`src/rtl/tag_pkg.sv`:
```
// Shared types and sizing helpers for the tag resolver slice.
package tag_pkg;

  localparam int unsigned WORDS_DEF = 100;

  typedef enum logic [1:0] {
    S_IDLE = 2'd0,
    S_ENUM = 2'd1,
    S_DONE = 2'd2
  } state_e;

  // Index width that stays at least one bit for a single-word array.
  function automatic int unsigned idx_width(input int unsigned words);
    return (words > 1) ? $clog2(words) : 1;
  endfunction

  function automatic int unsigned cnt_width(input int unsigned words);
    return $clog2(words + 1);
  endfunction

endpackage

```
`src/rtl/tag_prio_enc.sv`:
```
// Lowest-index priority encoder: word 0 wins; index is 0 when no bit is set.
module tag_prio_enc #(
  parameter int unsigned WORDS = 100,
  parameter int unsigned IDX_W = 7
) (
  input  logic [WORDS-1:0] vec,
  output logic             any,
  output logic [WORDS-1:0] onehot,
  output logic [IDX_W-1:0] index
);

  assign any    = |vec;
  // Two's-complement trick isolates the lowest set bit.
  assign onehot = vec & (~vec + WORDS'(1));

  always_comb begin
    index = '0;
    for (int i = int'(WORDS) - 1; i >= 0; i--) begin
      if (vec[i]) index = IDX_W'(i);
    end
  end

endmodule

```
`src/rtl/tag_resolver.sv`:
```
// Tag register plus multiple-response resolver and responder enumerator.
// Optional handshake counter output enabled by TAG_RESOLVER_COUNT_EN.
module tag_resolver
  import tag_pkg::*;
#(
  parameter int unsigned WORDS = WORDS_DEF,
  parameter int unsigned IDX_W = idx_width(WORDS)
) (
  input  logic             CLK,
  input  logic             RST_N,
  input  logic [WORDS-1:0] match_lines,
  input  logic             set,
  input  logic             load,
  input  logic             select_first,
  input  logic             enum_start,
  input  logic             resp_ready,
  output logic [WORDS-1:0] tag_wires,
`ifdef TAG_RESOLVER_COUNT_EN
  output logic [cnt_width(WORDS)-1:0] resp_count,
`endif
  output logic             some_tag,
  output logic             resp_valid,
  output logic [IDX_W-1:0] resp_index,
  output logic             enum_done,
  output logic             busy
);

  localparam int unsigned CNT_W = cnt_width(WORDS);

  state_e           state_q, state_d;
  logic [WORDS-1:0] tags_q, tags_d;
  logic             enc_any;
  logic [WORDS-1:0] enc_onehot;
  logic [IDX_W-1:0] enc_index;
  logic [WORDS-1:0] tags_cleared;
  logic             handshake;

`ifdef TAG_RESOLVER_COUNT_EN
  logic [CNT_W-1:0] count_q, count_d;
`endif

  tag_prio_enc #(
    .WORDS (WORDS),
    .IDX_W (IDX_W)
  ) u_prio_enc (
    .vec    (tags_q),
    .any    (enc_any),
    .onehot (enc_onehot),
    .index  (enc_index)
  );

  assign tags_cleared = tags_q & ~enc_onehot;
  assign handshake    = resp_valid & resp_ready;

  assign tag_wires  = tags_q;
  assign some_tag   = enc_any;
  assign resp_index = enc_index;
  assign resp_valid = (state_q == S_ENUM) & enc_any;
  assign enum_done  = (state_q == S_DONE);
  assign busy       = (state_q != S_IDLE);
`ifdef TAG_RESOLVER_COUNT_EN
  assign resp_count = count_q;
`endif

  always_ff @(posedge CLK) begin
    if (!RST_N) begin
      state_q <= S_IDLE;
      tags_q  <= '0;
`ifdef TAG_RESOLVER_COUNT_EN
      count_q <= '0;
`endif
    end else begin
      state_q <= state_d;
      tags_q  <= tags_d;
`ifdef TAG_RESOLVER_COUNT_EN
      count_q <= count_d;
`endif
    end
  end

  // Commands act only in IDLE; ENUM retires one responder per handshake.
  always_comb begin
    state_d = state_q;
    tags_d  = tags_q;
`ifdef TAG_RESOLVER_COUNT_EN
    count_d = count_q;
`endif
    case (state_q)
      S_IDLE: begin
        if (set) begin
          tags_d = '1;
        end else if (load) begin
          tags_d = tags_q & match_lines;
        end else if (select_first) begin
          tags_d = enc_onehot;
        end else if (enum_start) begin
          state_d = S_ENUM;
`ifdef TAG_RESOLVER_COUNT_EN
          count_d = '0;
`endif
        end
      end
      S_ENUM: begin
        if (!enc_any) begin
          state_d = S_DONE;
        end else if (handshake) begin
          tags_d = tags_cleared;
`ifdef TAG_RESOLVER_COUNT_EN
          if (count_q != CNT_W'(WORDS)) count_d = count_q + CNT_W'(1);
`endif
          if (tags_cleared == '0) state_d = S_DONE;
        end
      end
      S_DONE: state_d = S_IDLE;
      default: state_d = S_IDLE;
    endcase
  end

endmodule

```
`config.mk`:
```
export PLATFORM = sky130hd
export DESIGN_NAME = tag_resolver
export DESIGN_NICKNAME = d
export VERILOG_FILES = /design/src/rtl/tag_pkg.sv /design/src/rtl/tag_prio_enc.sv /design/src/rtl/tag_resolver.sv
export SDC_FILE = /design/constraint.sdc
export NUM_CORES = 1
export LEC_CHECK = 0
export ABC_CLOCK_PERIOD_IN_PS = 4700
export CELL_PAD_IN_SITES_DETAIL_PLACEMENT = 1
export CELL_PAD_IN_SITES_GLOBAL_PLACEMENT = 2
export CORE_MARGIN = 1.5
export CORE_UTILIZATION = 28
export DETAILED_ROUTE_END_ITERATION = 8
export GPL_ROUTABILITY_DRIVEN = 0
export MAX_ROUTING_LAYER = met4
export PLACE_DENSITY = 0.78
export SLEW_MARGIN = 20
export SYNTH_ARGS = -nofsm -noshare
export SYNTH_HDL_FRONTEND = slang
export SYNTH_HIERARCHICAL = 1
export SYNTH_SLANG_ARGS = --single-unit
```
`constraint.sdc`:
```
create_clock -name CLK -period 4.7 [get_ports CLK]
set_clock_uncertainty 0.1 [all_clocks]
set_input_delay 0.705 -clock CLK [delete_from_list [all_inputs] [get_ports CLK]]
set_output_delay 0.705 -clock CLK [all_outputs]
set_load 0.005 [all_outputs]
```
==> impl_metrics.csv, run 1 <==
group,metric,value,unit
timing,setup_viol,0,
clocking,clock_latency,370,ps
clocking,post_cts_buffers,0,
yosys,ys.flop_type,"dfxtp_1",
yosys,synth_seq_cells,102,
placement,hpwlAfterDp,34600,um
timing,fin_crit_sh,94.8,%
power,powerDensity,251,nW/um2
global_routing,antenna_found_initial,0,
worst_setup_path,slowest_delay,620,ps
yosys,synth.avg_cell_area,6.83,um2
power,netSwitchingPower,1200,uW
clocking,cts-resized-gates,0,
min_path,hold_class,"reg2reg",
clocking,cts_buffers,9,
worst_setup_path,crit_top_cell,"nor3_2",
floorplan,fp.dieW,186,um
worst_setup_path,path_cells,"nor4_2 > nand4_1 > nor3_2 > buf_4 > nand3_2 > nor3_2 > a21boi_0 > clkdlybuf4s50_1",
worst_setup_path,crit_buf_inv,2,
timing,tightest_slew,959,ps
route,wl,47300,um
worst_setup_path,path_max_fanout,8,
yosys,synthArstFlopShare,0,%
placement,pre_cts_slack,444,ps
clocking,cts_tree,"done",
yosys,seq_area_frac_synth,21.8,%
timing,tns,0,ps
power,p_int,1900,uW
worst_setup_path,crit_slowest_cell,"nor4_2",
clocking,root_buffer,"clkbuf_16",
placement,numPortBuffers,217,
power,p_seq_share,36.0,%
clocking,clk_path_buf_depth,2,
global_routing,grt_max_degree,203,
worst_setup_path,cp.arrival,3650,ps
yosys,synth_area,9370,um2
clocking,clk_pin_slew,80,ps
yosys,ys_types,66,
floorplan,die-area,34600,um2
worst_setup_path,critPathLaunchType,"flop",
layout,final_cell_mix,"221 x a21oi_1, 214 x clkdlybuf4s50_1, 149 x o21ai_1",
worst_setup_path,crit_family,"simple AND/OR/NAND/NOR gates",
worst_setup_path,worstPathRequired,3890,ps
clocking,clock_sinks,102,
power,swShare,38.6,%
route,vias_per_cell,5.82,
floorplan,initial_core_util,28.6,%
timing,rsz0062_at_grt,"false",
yosys,synth_edf_count,0,
power,p_comb_share,35.9,%
layout,diodes,0,
global_routing,grt_usage,27.6,%
worst_setup_path,end_kind,"output port",
yosys,netlist_instances,1372,
timing,fmax,225,MHz
timing,finalWorstSetupSlack,246,ps
floorplan,core_area,32700,um2
timing,finalCriticalPeriod,4450,ps
layout,finalNetCount,1652,
layout,drive_above_1_share,6.13,%
route,first_pass_iters,5,
global_routing,grt_pass1_wl,70200,um
clocking,ctsHoldBuffers,0,
power,clkPwrFrac,28.1,%
clocking,htree_levels,3,
worst_setup_path,path_class,"reg2out",
timing,hold_viol,0,
global_routing,gr-total-overflow,0,
global_routing,grt_pass1_vias,11000,
route,vias,11600,
route,ant_nets,0,
timing,slew_violations,0,
yosys,yosys_warnings,6,
route,routedWlPerCell,23.7,um
floorplan,pin_count,218,
layout,mostFrequentLayoutCell,"a21oi_1",
route,drt_iter0_drc,858,
job,drv_cap,0,
power,ir_drop,0.184,mV
yosys,synth_fp_nets,1479,
floorplan,rows,66,
route,route.detailed.drc,0,
timing,slew_headroom,35.2,%
layout,area_growth,31.9,%
floorplan,dieHeight,186,um
status,outcome,"finished clean",
power,p_leak,0.00428,uW
[registers in the layout, summed over array words and instances (netlist names)]
signal and cells:
state_q 2, tag_wires 100
[final cells by class]
type                            instances  area (um2)
Sequential cell                       102        2040
Inverter                               58         218
Tap cell                              442         553
Fill cell                            4104       20300
Clock inverter                          4        52.6
Multi-Input combinational cell       1119        6720
Timing Repair Buffer                  255        2500
Clock buffer                           12         267
[kinds of logic after synthesis]
family	Yosys count	synth area share (%)
compound gates	610	38.4
buf+inv	151	6.53
flops	102	21.8
simple gates	509	33.3
[power groups by stage]
stage / registers, uW / clock network [uW] / logic, uW
final: 1120 / 870 / 1110
after global placement: 1130 / 0 / 1090
after global routing: 1130 / 919 / 1200
after detailed placement: 1130 / 0 / 1100
after floorplan: 1080 / 0 / 554
after CTS: 1110 / 885 / 1110
[cell usage after synthesis (6+ instances only)]
library cell | number | share of area [%]
nor3_1 | 22 | 1.2
a2111oi_2 | 6 | 0.96
nor2_1 | 84 | 3.4
nor4b_1 | 12 | 1.1
o21ai_0 | 66 | 3.5
and2_1 | 16 | 1.1
buf_2 | 33 | 1.8
nand4_1 | 15 | 1.0
inv_1 | 58 | 2.3
and4_1 | 9 | 0.84
o2111ai_1 | 12 | 1.1
nand3_1 | 9 | 0.48
a21boi_1 | 100 | 8.0
and4b_1 | 6 | 0.64
and3_1 | 31 | 2.1
a31oi_1 | 6 | 0.40
nor2b_1 | 129 | 8.6
nand2b_1 | 37 | 2.5
nand2_1 | 39 | 1.6
nor3b_1 | 12 | 0.96
nor4_2 | 6 | 0.80
clkbuf_1 | 58 | 2.3
or4_1 | 8 | 0.64
dfxtp_1 | 102 | 22
o21ai_1 | 149 | 8.0
o31ai_1 | 7 | 0.56
a21oi_1 | 221 | 12
a2111oi_0 | 6 | 0.56
nor4_1 | 45 | 3.0
[layer usage]
| metal | track usage (%) | share of wire [%] | vias up | routed length [um] |
|---|---|---|---|---|
| met5 | - | 0 | - | 0 |
| met4 | 8.06 | 2.4 | 0 | 1150 |
| met3 | 4.28 | 6.2 | 55 | 2940 |
| met2 | 42.5 | 45 | 382 | 21400 |
| met1 | 37.1 | 46 | 5747 | 21800 |
| li1 | - | - | 5400 | - |
[worst paths after layout]
kind / startpoint / endpoint / slack (ps) / depth (start not counted)
worst max register to register: tag_wires[19] / state_q[1] / 290 / 12
worst max-delay path: tag_wires[19] / resp_index[6] / 250 / 8
worst min-delay path: tag_wires[31] / tag_wires[31] / 470 / 2
worst min register to register: tag_wires[31] / tag_wires[31] / 470 / 2
[worst min-delay path: stages (launching register included)]
cell and delay (ps):
dfxtp_1 370, o21ai_0 100, a21boi_1 60
[through the flow]
stage / total power [uW] / util (%) / instances / cell area (um2) / hold slack [ps]
detailed placement: 2230 / 36.8 / 1976 / 12000 / 454
global placement: 2220 / 36.8 / 1976 / 12000 / 435
global route: 3250 / 37.8 / 1992 / 12400 / 503
finish: 3100 / 37.8 / 1992 / 12400 / 468
floorplan: 1640 / - / 1372 / 9370 / 385
CTS: 3100 / 37.8 / 1992 / 12400 / 465
Note: power is estimated with default switching activity, not from simulation.
==> inputs of run 2 (changes only) <==
--- a/config.mk
+++ b/config.mk
@@ -5,15 +5,17 @@
 export SDC_FILE = /design/constraint.sdc
 export NUM_CORES = 1
 export LEC_CHECK = 0
-export ABC_CLOCK_PERIOD_IN_PS = 4700
+export ABC_CLOCK_PERIOD_IN_PS = 5300
 export CELL_PAD_IN_SITES_DETAIL_PLACEMENT = 1
 export CELL_PAD_IN_SITES_GLOBAL_PLACEMENT = 2
+export CORE_ASPECT_RATIO = 1.2
 export CORE_MARGIN = 1.5
-export CORE_UTILIZATION = 28
+export CORE_UTILIZATION = 30
 export DETAILED_ROUTE_END_ITERATION = 8
 export GPL_ROUTABILITY_DRIVEN = 0
 export MAX_ROUTING_LAYER = met4
-export PLACE_DENSITY = 0.78
+export PLACE_DENSITY = 0.83
+export SETUP_SLACK_MARGIN = 0.3
 export SLEW_MARGIN = 20
 export SYNTH_ARGS = -nofsm -noshare
 export SYNTH_HDL_FRONTEND = slang
==> constraint.sdc (replaced) <==
create_clock -name CLK -period 5.3 [get_ports CLK]
set_clock_uncertainty 0.1 [all_clocks]
set_input_delay 0.795 -clock CLK [delete_from_list [all_inputs] [get_ports CLK]]
set_output_delay 0.795 -clock CLK [all_outputs]
set_load 0.005 [all_outputs]
==> run 2 against run 1 <==
Effect of this change: clock power is 19% lower; largest power group unchanged; largest cell class unchanged; first-iteration DRC count rose by 20%; critical path depth did not move; die area fell by 6.5%; sequential share of layout area grew 0.42 points.
==> impl_metrics.csv, run 2 (synthesis gave the netlist of run 1 again) <==
group,metric,value,unit
status,outcome,"finished clean",
route,vias_per_cell,5.95,
power,swShare,39.7,%
route,ant_nets,0,
clocking,cts_tree,"done",
worst_setup_path,startpoint,"tag_wires[3]",
layout,fillers,3788,
route,wl,46000,um
layout,multi_input_area,6720,um2
clocking,clk_path_buf_depth,2,
worst_setup_path,reg2reg_from,"tag_wires[3]",
timing,slew_violations,0,
worst_setup_path,cp.arrival,3850,ps
min_path,hp-start,"tag_wires[41]",
worst_setup_path,crit_buf_inv,2,
worst_setup_path,critPathLaunchType,"flop",
timing,tightest_slew,1000,ps
clocking,clock_sinks,102,
worst_setup_path,slowest_delay,670,ps
clocking,clk_pin_slew,70,ps
placement,pre_cts_slack,836,ps
floorplan,core_area,30600,um2
job,drv_cap,0,
power,p_int,1590,uW
power,netSwitchingPower,1050,uW
clocking,post_cts_buffers,0,
route,routedWlPerCell,24.0,um
timing,finalCriticalPeriod,4750,ps
clocking,htree_levels,3,
layout,area_growth,28.6,%
route,first_pass_iters,5,
clocking,cts-resized-gates,0,
floorplan,rows,70,
clocking,clock_latency,370,ps
timing,fin_crit_sh,89.6,%
clocking,cts_buffers,9,
worst_setup_path,path_class,"reg2out",
timing,tns,0,ps
layout,mostFrequentLayoutCell,"a21oi_1",
min_path,hold_class,"reg2reg",
timing,rsz0062_at_grt,"false",
global_routing,antenna_found_initial,0,
power,p_seq_share,38.0,%
floorplan,die-area,32300,um2
power,clkPwrFrac,26.6,%
worst_setup_path,end_kind,"output port",
clocking,ctsHoldBuffers,0,
global_routing,grt_pass1_wl,70200,um
worst_setup_path,crit_slowest_cell,"nor4_2",
floorplan,pin_count,218,
timing,finalWorstSetupSlack,550,ps
clocking,root_buffer,"clkbuf_16",
floorplan,initial_core_util,30.6,%
timing,slew_headroom,32.5,%
power,powerDensity,219,nW/um2
global_routing,gr-total-overflow,0,
floorplan,dieHeight,197,um
floorplan,fp.dieW,164,um
power,p_leak,0.00411,uW
global_routing,grt_pass1_vias,11200,
layout,stdcell_area,12000,um2
placement,placed_area,11800,um2
global_routing,grt_max_degree,203,
route,vias,11400,
route,drt_iter0_drc,1029,
worst_setup_path,path_max_fanout,9,
worst_setup_path,path_cells,"nor4_2 > nand3_2 > nor3_2 > buf_4 > nand3_2 > nor3_2 > a21boi_0 > clkdlybuf4s50_1",
layout,diodes,0,
layout,largest_reg_flops,100,
timing,fmax,211,MHz
timing,setup_viol,0,
global_routing,grt_usage,29.1,%
power,p_comb_share,35.4,%
route,route.detailed.drc,0,
timing,finalHoldWorstSlack,457,ps
layout,drive_above_1_share,4.40,%
power,ir_drop,0.115,mV
layout,regArea,2040,um2
layout,final_cell_mix,"221 x a21oi_1, 214 x clkdlybuf4s50_1, 149 x o21ai_1",
placement,numPortBuffers,217,
placement,hpwlAfterDp,33400,um
worst_setup_path,crit_family,"simple AND/OR/NAND/NOR gates",
timing,hold_viol,0,
worst_setup_path,worstPathRequired,4410,ps
layout,finalNetCount,1626,
-- run 2: layout make-up --
class,count,share of cell area (%)
Tap cell,396,4.11
Clock inverter,4,0.270
Inverter,58,1.81
Multi-Input combinational cell,1119,55.8
Sequential cell,102,16.9
Timing Repair Buffer,229,19.0
Clock buffer,12,2.05
-- run 2: final timing paths --
| path | slack [ps] | to | cells after the start |
|---|---|---|---|
| worst max-delay path | 550 | resp_index[6] | 8 |
| worst min-delay path | 460 | tag_wires[41] | 2 |
| worst max register to register | 710 | state_q[1] | 11 |
| worst min register to register | 460 | tag_wires[41] | 2 |
-- run 2: power by group through the flow --
stage,logic (uW),registers [uW],clock network [uW]
after floorplan,492,962,0
after global placement,920,1010,0
after detailed placement,920,1020,0
after CTS,927,1000,706
after global routing,1010,1020,739
final,935,1000,703
-- run 2: layer usage --
layer | GRT usage [%] | up-vias | share of wire, %
met5 | - | - | 0
met4 | 8.75 | 0 | 2.8
met3 | 3.70 | 74 | 5.2
met2 | 46.1 | 391 | 47
met1 | 38.3 | 5622 | 45
li1 | - | 5341 | -
-- run 2: per-stage QoR --
| stage | utilization [%] | std cells | power [uW] |
|---|---|---|---|
| finish | 39.4 | 1920 | 2640 |
| global route | 39.4 | 1920 | 2770 |
| CTS | 39.4 | 1920 | 2630 |
| detailed placement | 38.5 | 1904 | 1940 |
| global placement | 38.5 | 1904 | 1930 |
| floorplan | - | 1372 | 1450 |
-- run 2: worst register-to-register path, stage by stage (launching register included) --
cell       delay (ps)
dfxtp_1           400
nor4_2            670
and3_1            510
nand4_4           260
or3_4             450
nor3_2            200
and4_1            270
nor2b_1            80
a2111oi_0         670
nand4_1           240
or4_1             540
o22ai_2           120
